### config.mk
export PLATFORM = sky130hd
export DESIGN_NAME = video_rom_arbiter
export DESIGN_NICKNAME = d
export VERILOG_FILES = /design/src/rtl/vrom_arb_pkg.sv /design/src/rtl/vrom_req_slot.sv /design/src/rtl/video_rom_arbiter.sv
export SDC_FILE = /design/constraint.sdc
export NUM_CORES = 1
export LEC_CHECK = 0
export ABC_AREA = 1
export ABC_CLOCK_PERIOD_IN_PS = 1400
export BUFFER_PORTS_ARGS = -buffer_cell sky130_fd_sc_hd__buf_2
export CELL_PAD_IN_SITES_DETAIL_PLACEMENT = 1
export CELL_PAD_IN_SITES_GLOBAL_PLACEMENT = 1
export CORE_ASPECT_RATIO = 1.4
export CORE_MARGIN = 2
export CORE_UTILIZATION = 37
export DETAILED_ROUTE_END_ITERATION = 10
export PLACE_DENSITY_LB_ADDON = 0.05
export SLEW_MARGIN = 20
export SYNTH_ARGS = -nofsm -noshare
export SYNTH_HDL_FRONTEND = slang
export SYNTH_SLANG_ARGS = --single-unit
### constraint.sdc
create_clock -name CLK -period 1.4 [get_ports CLK]
set_input_delay 0.21 -clock CLK [delete_from_list [all_inputs] [get_ports CLK]]
set_output_delay 0.21 -clock CLK [all_outputs]
set_load 0.01 [all_outputs]
### src/rtl/vrom_arb_pkg.sv
// Shared requester indices, FSM encoding and lane helper for video_rom_arbiter.
package vrom_arb_pkg;

  localparam int NUM_REQ  = 3;
  localparam int REQ_CROM = 0;
  localparam int REQ_SFIX = 1;
  localparam int REQ_LO   = 2;

  typedef enum logic {
    ST_IDLE = 1'b0,
    ST_WAIT = 1'b1
  } arb_state_e;

  // Moves the addressed byte lane down to bit 0; callers truncate to their width.
  function automatic logic [31:0] lane_select(input logic [31:0] word, input logic [1:0] lane);
    return word >> {lane, 3'b000};
  endfunction

endpackage

### src/rtl/vrom_req_slot.sv
// Single-entry request latch for one fetch requester: holds the latest strobed
// address until the arbiter issues it, flagging a lost request on overwrite.
module vrom_req_slot
  import vrom_arb_pkg::*;
#(
  parameter int AW = 27
) (
  input  logic          clk_i,
  input  logic          reset_i,
  input  logic          strobe_i,
  input  logic          issue_i,
  input  logic [AW-1:0] addr_i,
  output logic          valid_o,
  output logic [AW-1:0] addr_o,
  output logic          overrun_o
);

  logic          valid_q, valid_d;
  logic [AW-1:0] addr_q, addr_d;

  // issue_i consumes the held entry if present, otherwise the strobe itself.
  always_comb begin
    valid_d   = valid_q;
    addr_d    = addr_q;
    overrun_o = 1'b0;
    if (strobe_i) begin
      addr_d    = addr_i;
      valid_d   = !(issue_i && !valid_q);
      overrun_o = valid_q && !issue_i;
    end else if (issue_i) begin
      valid_d = 1'b0;
    end
  end

  always_ff @(posedge clk_i) begin
    if (reset_i) begin
      valid_q <= 1'b0;
      addr_q  <= '0;
    end else begin
      valid_q <= valid_d;
      addr_q  <= addr_d;
    end
  end

  assign valid_o = valid_q;
  assign addr_o  = addr_q;

endmodule

### src/rtl/video_rom_arbiter.sv
// Fixed-priority arbiter sharing one 32-bit ROM port among C-ROM, S-ROM and LO ROM
// fetches. Optional per-requester last-word cache: define VROM_ARB_CACHE_EN.
module video_rom_arbiter
  import vrom_arb_pkg::*;
#(
  parameter int                MEM_AW    = 27,
  parameter logic [MEM_AW-1:0] CROM_BASE = 27'h0000000,
  parameter logic [MEM_AW-1:0] SFIX_BASE = 27'h4000000,
  parameter logic [MEM_AW-1:0] LO_BASE   = 27'h4080000
) (
  input  logic              CLK,
  input  logic              RESET,
  input  logic              CROM_REQ,
  input  logic [26:0]       CROM_ADDR,
  output logic [31:0]       CROM_DATA,
  output logic              CROM_VALID,
  input  logic              SFIX_REQ,
  input  logic [17:0]       SFIX_ADDR,
  output logic [15:0]       SFIX_DATA,
  output logic              SFIX_VALID,
  input  logic              LO_REQ,
  input  logic [15:0]       LO_ADDR,
  output logic [7:0]        LO_DATA,
  output logic              LO_VALID,
  output logic              MEM_REQ,
  output logic [MEM_AW-1:0] MEM_ADDR,
  input  logic              MEM_ACK,
  input  logic [31:0]       MEM_DIN,
  output logic [2:0]        OVERRUN
);

  logic [NUM_REQ-1:0] strobe, slot_valid, slot_overrun, cur_valid;
  logic [NUM_REQ-1:0] issue, grant, cand, hit_serve, ack_hit;
  logic [MEM_AW-1:0]  raw_addr  [NUM_REQ];
  logic [MEM_AW-1:0]  slot_addr [NUM_REQ];
  logic [MEM_AW-1:0]  cur_addr  [NUM_REQ];

  arb_state_e         state_q, state_d;
  logic               mem_req_q, mem_req_d;
  logic [MEM_AW-1:0]  mem_addr_q, mem_addr_d;
  logic [1:0]         owner_q, owner_d;
  logic [1:0]         lane_q, lane_d;
  logic               ack_fire;
  logic [NUM_REQ-1:0] valid_q, valid_d;
  logic [31:0]        crom_data_q, crom_data_d;
  logic [15:0]        sfix_data_q, sfix_data_d;
  logic [7:0]         lo_data_q, lo_data_d;
  logic [2:0]         overrun_q, overrun_d;

  assign strobe = {LO_REQ, SFIX_REQ, CROM_REQ};

  // Flat byte addresses; low bits survive into the lane select at issue.
  assign raw_addr[REQ_CROM] = CROM_BASE + MEM_AW'(CROM_ADDR & ~27'd3);
  assign raw_addr[REQ_SFIX] = SFIX_BASE + MEM_AW'({SFIX_ADDR, 1'b0});
  assign raw_addr[REQ_LO]   = LO_BASE + MEM_AW'(LO_ADDR);

  for (genvar g = 0; g < NUM_REQ; g++) begin : g_slot
    vrom_req_slot #(.AW(MEM_AW)) u_slot (
      .clk_i    (CLK),
      .reset_i  (RESET),
      .strobe_i (strobe[g]),
      .issue_i  (issue[g]),
      .addr_i   (raw_addr[g]),
      .valid_o  (slot_valid[g]),
      .addr_o   (slot_addr[g]),
      .overrun_o(slot_overrun[g])
    );
    // A strobe into an empty slot can be granted in the same cycle.
    assign cur_valid[g] = slot_valid[g] | strobe[g];
    assign cur_addr[g]  = slot_valid[g] ? slot_addr[g] : raw_addr[g];
    assign ack_hit[g]   = ack_fire && (owner_q == 2'(g));
  end

`ifdef VROM_ARB_CACHE_EN
  logic [NUM_REQ-1:0] tag_valid_q, cur_hit;
  logic [MEM_AW-3:0]  tag_addr_q [NUM_REQ];
  logic [31:0]        tag_data_q [NUM_REQ];

  // Hits are served only from a held slot so VALID lands two cycles after the
  // strobe, and never while the same requester still has a fetch outstanding.
  for (genvar g = 0; g < NUM_REQ; g++) begin : g_tag
    assign cur_hit[g]   = tag_valid_q[g] && (tag_addr_q[g] == cur_addr[g][MEM_AW-1:2]);
    assign cand[g]      = cur_valid[g] && !cur_hit[g];
    assign hit_serve[g] = slot_valid[g] && cur_hit[g] &&
                          !((state_q == ST_WAIT) && (owner_q == 2'(g)));
  end

  always_ff @(posedge CLK) begin
    for (int r = 0; r < NUM_REQ; r++) begin
      if (RESET) begin
        tag_valid_q[r] <= 1'b0;
        tag_addr_q[r]  <= '0;
        tag_data_q[r]  <= '0;
      end else if (ack_hit[r]) begin
        tag_valid_q[r] <= 1'b1;
        tag_addr_q[r]  <= mem_addr_q[MEM_AW-1:2];
        tag_data_q[r]  <= MEM_DIN;
      end
    end
  end
`else
  assign cand      = cur_valid;
  assign hit_serve = '0;
`endif

  always_comb begin
    state_d    = state_q;
    mem_req_d  = mem_req_q;
    mem_addr_d = mem_addr_q;
    owner_d    = owner_q;
    lane_d     = lane_q;
    grant      = '0;
    ack_fire   = 1'b0;
    case (state_q)
      ST_IDLE: begin
        if (cand[REQ_CROM])      grant[REQ_CROM] = 1'b1;
        else if (cand[REQ_SFIX]) grant[REQ_SFIX] = 1'b1;
        else if (cand[REQ_LO])   grant[REQ_LO]   = 1'b1;
        for (int r = 0; r < NUM_REQ; r++) begin
          if (grant[r]) begin
            mem_req_d  = 1'b1;
            mem_addr_d = {cur_addr[r][MEM_AW-1:2], 2'b00};
            lane_d     = cur_addr[r][1:0];
            owner_d    = 2'(r);
            state_d    = ST_WAIT;
          end
        end
      end
      ST_WAIT: begin
        if (MEM_ACK) begin
          ack_fire  = 1'b1;
          mem_req_d = 1'b0;
          state_d   = ST_IDLE;
        end
      end
      default: state_d = ST_IDLE;
    endcase
  end

  assign issue = grant | hit_serve;

  always_comb begin
    valid_d     = ack_hit | hit_serve;
    crom_data_d = crom_data_q;
    sfix_data_d = sfix_data_q;
    lo_data_d   = lo_data_q;
    if (ack_hit[REQ_CROM]) crom_data_d = MEM_DIN;
    if (ack_hit[REQ_SFIX]) sfix_data_d = 16'(lane_select(MEM_DIN, lane_q));
    if (ack_hit[REQ_LO])   lo_data_d   = 8'(lane_select(MEM_DIN, lane_q));
`ifdef VROM_ARB_CACHE_EN
    if (hit_serve[REQ_CROM]) crom_data_d = tag_data_q[REQ_CROM];
    if (hit_serve[REQ_SFIX])
      sfix_data_d = 16'(lane_select(tag_data_q[REQ_SFIX], cur_addr[REQ_SFIX][1:0]));
    if (hit_serve[REQ_LO])
      lo_data_d = 8'(lane_select(tag_data_q[REQ_LO], cur_addr[REQ_LO][1:0]));
`endif
    overrun_d = overrun_q | slot_overrun;
  end

  always_ff @(posedge CLK) begin
    if (RESET) begin
      state_q     <= ST_IDLE;
      mem_req_q   <= 1'b0;
      mem_addr_q  <= '0;
      owner_q     <= '0;
      lane_q      <= '0;
      valid_q     <= '0;
      crom_data_q <= '0;
      sfix_data_q <= '0;
      lo_data_q   <= '0;
      overrun_q   <= '0;
    end else begin
      state_q     <= state_d;
      mem_req_q   <= mem_req_d;
      mem_addr_q  <= mem_addr_d;
      owner_q     <= owner_d;
      lane_q      <= lane_d;
      valid_q     <= valid_d;
      crom_data_q <= crom_data_d;
      sfix_data_q <= sfix_data_d;
      lo_data_q   <= lo_data_d;
      overrun_q   <= overrun_d;
    end
  end

  assign MEM_REQ    = mem_req_q;
  assign MEM_ADDR   = mem_addr_q;
  assign CROM_DATA  = crom_data_q;
  assign CROM_VALID = valid_q[REQ_CROM];
  assign SFIX_DATA  = sfix_data_q;
  assign SFIX_VALID = valid_q[REQ_SFIX];
  assign LO_DATA    = lo_data_q;
  assign LO_VALID   = valid_q[REQ_LO];
  assign OVERRUN    = overrun_q;

endmodule

**Yosys cells after proc, flatten, opt, wreduce, memory -nomap -nowiden**

Cells that the tools add are included.

- Flip-flop bits (word level): 177
- Input port bits: 99
- Output and inout bits: 90
- Logic and storage cells: 94

- Add/sub/neg operators: 2
- Equal/unequal tests: 4
- Shifts and indexed selects: 1
- Muxes and demuxes: 41
- Bitwise logic cells: 5
- Reduce and logical (&&, ||, !) cells: 25

Operators with widths:

| operator | count |
|---|---|
| $mux W27 | 6 |
| $shr A32 B5 Y16 | 1 |
| $add A27 B16 Y27 const A | 1 |
| $add A27 B19 Y27 const A | 1 |
| $mux W1 | 24 |
| $mux W2 | 8 |
| $logic_and A1 B1 Y1 | 9 |
| $logic_not A1 Y1 | 9 |
| $reduce_bool A2 Y1 | 3 |
| $ne A4 B4 Y1 const B | 1 |
| $pmux W1 S2 | 2 |
| $reduce_and A2 Y1 | 2 |
| $mux W3 | 1 |
| $or A1 B1 Y1 | 3 |
| $or A3 B3 Y3 | 1 |
| $reduce_bool A3 Y1 | 1 |
| $eq A2 B1 Y1 const B | 1 |
| $eq A2 B2 Y1 const B | 1 |
| $logic_not A2 Y1 | 1 |
| $ne A2 B2 Y1 const B | 1 |
| $not A1 Y1 | 1 |

**Depth between registers and ports, before layout**

Gate-level depths: netlist of the first run.

- Depth after elaboration: 10
- Gate-level depth with buffers: 10
- Depth with buffers taken out: 9

**By module**

Synthesis of the first run repeated with hierarchy kept, for this count alone.

- Cells, all modules: 1183
- Area, all modules: 8051.5 um^2

By module, submodules not included:

| module | times used | cells each | area each (um^2) |
|---|---|---|---|
| video_rom_arbiter | 1 | 808 | 5011.1 |
| vrom_req_slot | 3 | 125 | 1013.5 |

**Worst setup path before layout of the first run**

OpenSTA, ideal clock, no wires.

- Kind: reg2reg
- Start point: register g_slot[0].u_slot.valid_q
- End point: register mem_addr_q[11] (netlist: MEM_ADDR[11])
- Library setup time: 0.132 ns
- Arrival: 1.097 ns
- Slack: 0.171 ns
- Stages on the path, launching flop included: 9
- Clock period less this slack: 1.229 ns
- Cell sequence: dfxtp_1 -> buf_2 -> nor2_4 -> nand3_2 -> nand2_4 -> buf_4 -> nor2_1 -> nand2_1 -> a21oi_1

- Cells in the longest elaborated chain, start to end: 5
- Elaborated cells between the ends (all ways): 11
- Classes of those cells: 8 x mux; 1 x bitwise; 2 x reduce/logical

RTL lines:

| element | line | RTL |
|---|---|---|
| start, declared | vrom_req_slot.sv:18 | `logic valid_q, valid_d;` |
| start signal, assigned | vrom_req_slot.sv:40 | `valid_q <= valid_d;` |
| $or A1 B1 Y1 | video_rom_arbiter.sv:69 | `assign cur_valid[g] = slot_valid[g] \| strobe[g];` |
| $mux W1 / $mux W2 (equally long branches) | video_rom_arbiter.sv:116 | `if (cand[REQ_CROM]) grant[REQ_CROM] = 1'b1;` |
| $mux W1 / $mux W2 (equally long branches) | video_rom_arbiter.sv:114 | `case (state_q)` |
| $reduce_bool A3 Y1 (no line) / $mux W27 (equally long branches) | n/a |  |
| $reduce_and A2 Y1 (no line) / $mux W27 (equally long branches) | n/a |  |
| end signal, assigned | video_rom_arbiter.sv:175 | `mem_addr_q <= mem_addr_d;` |
| end, declared | video_rom_arbiter.sv:40 | `logic [MEM_AW-1:0] mem_addr_q, mem_addr_d;` |

Parallel ways exist; a longest one is shown, timed or not. The select of a mux whose other input is x is not followed.
A chain may end at the register's enable or synchronous reset.

**Worst setup path after layout of the first run**

Ends and elaborated chain as after synthesis.

==> impl_metrics.env, run 1 <==
export IMPL_period_minus_slack_ns=1.36
export IMPL_setup_viol=0
export IMPL_start_util=0.375
export IMPL_drive_gt1_frac=0.258
export IMPL_ctsRootBufferMaster="clkbuf_16"
export IMPL_ys_top_cells_by_area="dfxtp_1 (45%), o21ai_0 (14%), nand2_1 (9.9%), a21oi_1 (9.3%), nor2_1 (7.4%)"
export IMPL_hold_path_class="in2reg"
export IMPL_yosysTopAreaCellShare=0.455
export IMPL_synth_seq_area_share=0.455
export IMPL_fp_coreArea_sq_um=18500
export IMPL_p_switching_mw=3.40
export IMPL_max_freq_ghz=0.734
export IMPL_synth_largest_area_cell="dfxtp_1"
export IMPL_cts_clk_slew_worst_paths_ns=0.07
export IMPL_fin_crit_sh=0.974
export IMPL_syn2layout_area_growth_pct=31.6
export IMPL_drtAntennaViolNets=0
export IMPL_wire_per_inst_um=16.1
export IMPL_dieArea_sq_um=19800
export IMPL_ir_drop_uv=757
export IMPL_nNetsFinal=1299
export IMPL_synthCells=1000
export IMPL_switching_share=0.303
export IMPL_worstSetupStartpointType="register"
export IMPL_synth_area_sq_um=6910
export IMPL_core_rowCount=59
export IMPL_crit_family="simple AND/OR/NAND/NOR gates"
export IMPL_seq_power_share=0.436
export IMPL_clk_latency_ns=0.44
export IMPL_clock_sinks=157
export IMPL_p_int_mw=7.85
export IMPL_die_height_um=166
export IMPL_grt_start_max_net_pins=67
export IMPL_htreeDepth=4
export IMPL_path_buf_inv=1
export IMPL_crit_chain="nor2_4 > nand3_2 > buf_12 > nor2_1 > nor2_1 > nand2_1 > a21oi_1"
export IMPL_place_hpwl_um=17400
export IMPL_critPathRequiredTime_ns=1.70
export IMPL_end_kind="register"
export IMPL_crit_top_cell="nor2_1"
export IMPL_stdcell_area_sq_um=9090
export IMPL_n_antenna_cell=0
export IMPL_antenna_found_initial=1
export IMPL_fin_util=0.493
export IMPL_cts_tree="yes"
export IMPL_clkPwrFrac=0.404
export IMPL_numPortBuffers=184
export IMPL_skew_ns=0.0117
export IMPL_numCtsBuffers=17
export IMPL_dr_pass1_iters=4
export IMPL_die_x_um=120
export IMPL_place_area_sq_um=8350
export IMPL_drtIter0Drc=264
export IMPL_slowest_delay_ns=0.35
export IMPL_pwr_share_comb=0.160
export IMPL_syn_area_per_cell_sq_um=6.91
export IMPL_ys_types=25
export IMPL_slew_violations=0
export IMPL_viasPerCell=4.91
export IMPL_hold_violations=0
export IMPL_gr_total_overflow=0
export IMPL_ctsHoldBuffers=0
export IMPL_crit_type="reg2reg"
export IMPL_status="complete, no violations"
export IMPL_rsz0062_at_grt="yes"
export IMPL_path_max_fanout=22
export IMPL_cellLeakagePower_nw=4.40
export IMPL_grt_pass1_vias=7281
export IMPL_num_vias=7154
export IMPL_num_io_pins=189
export IMPL_grt_pass1_wl_um=37300
export IMPL_cp_arrival_ns=1.67
export IMPL_place_gp_congestion=0.838
export IMPL_finalSetupTns_ns=0
export IMPL_clock_path_buffers=2
export IMPL_synth_ff_latch_count=157
export IMPL_powerDensity_nw_per_um2=1240
export IMPL_wirelength_um=23400
export IMPL_drc=0
export IMPL_critical_path_slowest_cell="dfxtp_2"
export IMPL_maxCapViolCount=0
export IMPL_grtUsageTotal=0.239
export IMPL_ys_warnings_count=0
-- flip-flops by register name, summed over array words and instances, names as in the netlist --
signal,cells
state_q,1
SFIX_DATA,16
valid_q,3
OVERRUN,3
MEM_REQ,1
g_slot.u_slot.addr_o,61
CROM_DATA,32
LO_DATA,8
lane_q,2
g_slot.u_slot.valid_o,3
owner_q,2
MEM_ADDR,25
-- routing by layer --
metal,wire [um],global-route usage,vias up
li1,-,-,3634
met1,9150,0.256,3311
met2,12500,0.445,168
met3,1070,0.0523,39
met4,669,0.101,2
met5,7,0,-
-- cells in the mapped netlist --
| cell | n |
|---|---|
| a211oi_1 | 1 |
| a21oi_1 | 129 |
| conb_1 | 1 |
| nor4_1 | 2 |
| o21ai_0 | 190 |
| nor3_1 | 3 |
| nand3_1 | 23 |
| buf_1 | 1 |
| nor2_4 | 3 |
| o211ai_1 | 2 |
| nand2_2 | 2 |
| buf_4 | 10 |
| nand3_2 | 1 |
| o21a_1 | 1 |
| inv_2 | 5 |
| nand2_4 | 1 |
| nand2_1 | 182 |
| clkbuf_2 | 1 |
| nor3_4 | 3 |
| dfxtp_1 | 157 |
| inv_1 | 85 |
| clkbuf_1 | 33 |
| nor2_1 | 137 |
| a31oi_1 | 1 |
| buf_2 | 26 |
-- path summary, 6_finish.rpt --
check	startpoint	to	slack, ns	cells after the start
max	g_slot[0].u_slot.valid_o	MEM_ADDR[11]	0.04	7
min	CROM_ADDR[7]	g_slot[0].u_slot.addr_o[7]	0.03	3
max reg2reg	g_slot[0].u_slot.valid_o	MEM_ADDR[11]	0.04	7
min reg2reg	g_slot[2].u_slot.addr_o[10]	g_slot[2].u_slot.addr_o[10]	0.46	2
-- power by group through the flow --
| stage | clock [mW] | combinational, mW | sequential, mW |
|---|---|---|---|
| after global placement | 0 | 1.76 | 4.99 |
| after floorplan | 0 | 0.905 | 5.05 |
| after CTS | 4.67 | 1.80 | 4.90 |
| after global routing | 4.86 | 2.02 | 4.94 |
| final | 4.55 | 1.80 | 4.90 |
| after detailed placement | 0 | 1.79 | 5.00 |
-- worst min-delay path: stages --
cell and delay, ns:
buf_2 0.09, nor2_1 0.04, nor2_1 0.08
-- placed cells by master, fill, tap and decap left out, types with 4 or more instances in the layout --
master       n
buf_12       9
nand3_1     22
inv_2        8
clkbuf_16   19
inv_6        5
o21ai_0    190
nor2_2       4
inv_8        6
buf_2      184
a21oi_1    127
inv_1       81
buf_6        5
nand2_1    182
buf_4       51
dfxtp_1    153
nor2_1     133
-- metrics by stage --
stage	power, mW	instances	hold WS [ns]	worst slack, ns
floorplan	5.96	1001	0.345	0.171
global placement	6.75	1416	0.442	-0.0283
detailed placement	6.79	1416	0.449	-0.0506
CTS	11.4	1448	0.00711	0.00671
global route	11.8	1457	0.0256	-0.0399
finish	11.3	1457	0.0253	0.0370
-- layout make-up --
| cell class | instances | area, sq um |
|---|---|---|
| fill | 2487 | 9360 |
| clock buffer | 17 | 425 |
| tap | 244 | 305 |
| timing repair buffer | 251 | 1590 |
| inverter | 90 | 342 |
| multi-input combinational | 683 | 3130 |
| clock inverter | 15 | 148 |
| sequential | 157 | 3150 |
-- timing repair --
item	CTS	global route
buffers inserted	0	7
gates cloned	0	2
gates resized for setup	3	22
endpoints found under the setup margin	5	59
pin swaps	0	2
-- cells by family (layout without fill, tap and decap cells) --
logic type             Yosys count  count (layout)  synth area share
other                            1               2          0.000543
flip-flops                     157             157             0.455
AO/OA/AOI/OAI                  324             324             0.236
buffers and inverters          161             373            0.0978
AND/OR/NAND/NOR                357             357             0.211
(Power assumes the default switching activity.)
==> inputs of run 2 (changes only) <==
CORE_UTILIZATION = 38   (was 37)
SYNTH_HIERARCHICAL = 1   (was unset)
==> run 2 against run 1 <==
  * Critical path depth increased by 1
  * Critical path type unchanged
  * Sequential cell count increased by 20
  * The flow now finishes with violations (negative setup slack)
  * Clock power increased by 7.0%
==> impl_metrics.env, run 2 <==
export IMPL_syn2layout_area_growth_pct=31.7
export IMPL_synth_most_common_cell="nor2_1"
export IMPL_min_from="CROM_ADDR[7]"
export IMPL_synthMuxAreaShare=0
export IMPL_start_util=0.384
export IMPL_antenna_found_initial=0
export IMPL_cts_tree="yes"
export IMPL_viasPerCell=5.00
export IMPL_status="finished, violations left"
export IMPL_critPathRequiredTime_ns=1.72
export IMPL_pwr_share_comb=0.190
export IMPL_finalSetupTns_ns=-0.0706
export IMPL_crit_chain="buf_6 > nor2_8 > nand3_4 > nand2_8 > clkbuf_16 > nor2_1 > nand2_1 > a21oi_2"
export IMPL_skew_ns=0.0134
export IMPL_grt_start_max_net_pins=36
export IMPL_synth_edff_count=0
export IMPL_ir_drop_uv=872
export IMPL_place_hpwl_um=20300
export IMPL_slowest_delay_ns=0.34
export IMPL_hold_path_class="in2reg"
export IMPL_ys_top_cells_by_area="dfxtp_1 (44%), nor2_1 (15%), nand2_1 (11%), o21ai_0 (11%), a21oi_1 (5.9%)"
export IMPL_num_io_pins=189
export IMPL_grt_pass1_vias=8417
export IMPL_numPortBuffers=184
export IMPL_clock_path_buffers=2
export IMPL_period_minus_slack_ns=1.42
export IMPL_synth_top_family_by_area="simple AND/OR/NAND/NOR gates"
export IMPL_critical_path_slowest_cell="dfxtp_2"
export IMPL_ys_warnings_count=6
export IMPL_r2r_end="MEM_ADDR[10]"
export IMPL_place_area_sq_um=9540
export IMPL_maxCapViolCount=0
export IMPL_fin_util=0.506
export IMPL_synth_largest_area_cell="dfxtp_1"
export IMPL_clkPwrFrac=0.377
export IMPL_async_reset_ff_frac=0
export IMPL_n_antenna_cell=0
export IMPL_synth_top_flop_cell="dfxtp_1"
export IMPL_cellLeakagePower_nw=5.19
export IMPL_synthTopCellsByCount="nor2_1 (322), nand2_1 (242), dfxtp_1 (177)"
export IMPL_path_max_fanout=8
export IMPL_holdPathStages=3
export IMPL_ctsRootBufferMaster="clkbuf_16"
export IMPL_path_buf_inv=2
export IMPL_dr_pass1_iters=4
export IMPL_yosys_area_share_simple=0.301
export IMPL_end_kind="register"
export IMPL_setup_ws_ns=-0.0240
export IMPL_cp_arrival_ns=1.74
export IMPL_synth_xor_area_frac=0
export IMPL_crit_type="reg2reg"
export IMPL_cts_clk_slew_worst_paths_ns=0.06
export IMPL_slew_violations=0
export IMPL_violations="negative setup slack"
export IMPL_drc=0
export IMPL_numCtsBuffers=17
export IMPL_place_gp_congestion=0.841
export IMPL_fin_crit_sh=1.02
export IMPL_yosysTopAreaCellShare=0.440
export IMPL_clk_latency_ns=0.44
export IMPL_r2r_start="g_slot[0].u_slot/valid_o"
export IMPL_synth_area_sq_um=8050
export IMPL_max_freq_ghz=0.702
export IMPL_clock_sinks=177
export IMPL_drive_gt1_frac=0.247
export IMPL_p_int_mw=9.09
export IMPL_syn_area_per_cell_sq_um=6.81
export IMPL_worstSetupStartpointType="register"
export IMPL_ys_types=28
export IMPL_grt_pass1_wl_um=43900
export IMPL_fillers=2764
export IMPL_powerDensity_nw_per_um2=1220
export IMPL_crit_family="simple AND/OR/NAND/NOR gates"
export IMPL_wire_per_inst_um=16.8
export IMPL_instances_no_fill=1684
export IMPL_synth_ff_latch_count=177
export IMPL_nNetsFinal=1510
export IMPL_dieArea_sq_um=22400
export IMPL_num_vias=8421
export IMPL_stdcell_area_sq_um=10600
export IMPL_fp_coreArea_sq_um=21000
export IMPL_drtAntennaViolNets=0
export IMPL_seq_power_share=0.433
export IMPL_final_cell_mix="nor2_1 (311), nand2_1 (226), buf_2 (184)"
export IMPL_wirelength_um=28400
export IMPL_holdPathEnd="g_slot[0].u_slot/addr_o[7]"
export IMPL_largest_register_ffs=81
export IMPL_hold_violations=0
export IMPL_core_rowCount=63
export IMPL_final_common_cell="nor2_1"
export IMPL_dp_cells=1631
export IMPL_setup_viol=11
export IMPL_grtUsageTotal=0.250
export IMPL_rsz0062_at_grt="yes"
export IMPL_htreeDepth=4
export IMPL_die_x_um=127
export IMPL_synth_compound_area_share=0.172
export IMPL_rrSetupSlack_ns=-0.02
export IMPL_die_height_um=176
export IMPL_synthCells=1183
export IMPL_r2r_cells=8
export IMPL_synth_fa_ha_area_frac=0
export IMPL_switching_share=0.295
export IMPL_drtIter0Drc=326
export IMPL_gr_total_overflow=0
export IMPL_synth_seq_area_share=0.440
export IMPL_p_switching_mw=3.81
run 2: worst max-delay path by stage:
stage	from	to	slack [ns]	cells after the start
CTS	g_slot[0].u_slot/valid_o	MEM_ADDR[13]	-0.002	8
global placement	g_slot[1].u_slot/valid_o	MEM_ADDR[5]	-0.01	5
global route	g_slot[0].u_slot/valid_o	MEM_ADDR[25]	-0.08	7
floorplan	g_slot[0].u_slot/valid_o	g_slot[2].u_slot/valid_o	0.02	9
detailed placement	g_slot[1].u_slot/valid_o	MEM_ADDR[5]	-0.03	5
finish	g_slot[0].u_slot/valid_o	MEM_ADDR[10]	-0.02	8
run 2: area by class of cell:
cell class	count	area, sq um	share of cell area
flip-flops and latches	177	3550	0.335
clock inverters	11	130	0.0123
well taps	260	325	0.0307
multi-input cells	903	4100	0.386
repair buffers	257	1810	0.171
clock buffers	21	460	0.0434
inverters	55	234	0.0221
run 2: power groups by stage:
stage | Combinational (mW) | Clock, mW | Sequential, mW
floorplan | 1.23 | 0 | 5.73
global placement | 2.19 | 0 | 5.69
detailed placement | 2.23 | 0 | 5.69
CTS | 2.28 | 4.99 | 5.58
global route | 2.74 | 5.17 | 5.62
finish | 2.45 | 4.87 | 5.59
run 2: worst min-delay path: stages:
cell	delay (ns)
buf_2	0.09
nor2_1	0.04
nor2_1	0.08
run 2: through the flow:
step | setup slack [ns] | hold WS, ns | power (mW)
after global placement | -0.0120 | 0.442 | 7.88
final | -0.0240 | 0.0143 | 12.9
after detailed placement | -0.0279 | 0.457 | 7.93
after floorplan | 0.0171 | 0.345 | 6.96
after CTS | -0.00177 | 0.0000254 | 12.8
after global routing | -0.0785 | 0.0140 | 13.5
run 2: timing repair:
item | CTS | global route
setup buffers | 1 | 2
resized for setup | 10 | 60
gates cloned | 0 | 7
pin swaps | 2 | 15
hold buffers | 11 | 0
endpoints found under the setup margin | 11 | 76
hold endpoints to repair | 11 | 0
run 2: logic make-up (layout without fill, tap and decap cells):
logic type      after synthesis  in the layout
compound gates              276            276
other cells                   2             24
flops                       177            177
simple gates                602            603
buf+inv                     126            344
run 2: per-layer routing:
layer | GRT usage | vias up | wire length, um
li1 | - | 4208 | -
met1 | 0.289 | 3986 | 11600
met2 | 0.463 | 188 | 15000
met3 | 0.0385 | 39 | 1030
met4 | 0.0929 | 0 | 790
met5 | 0 | - | 0
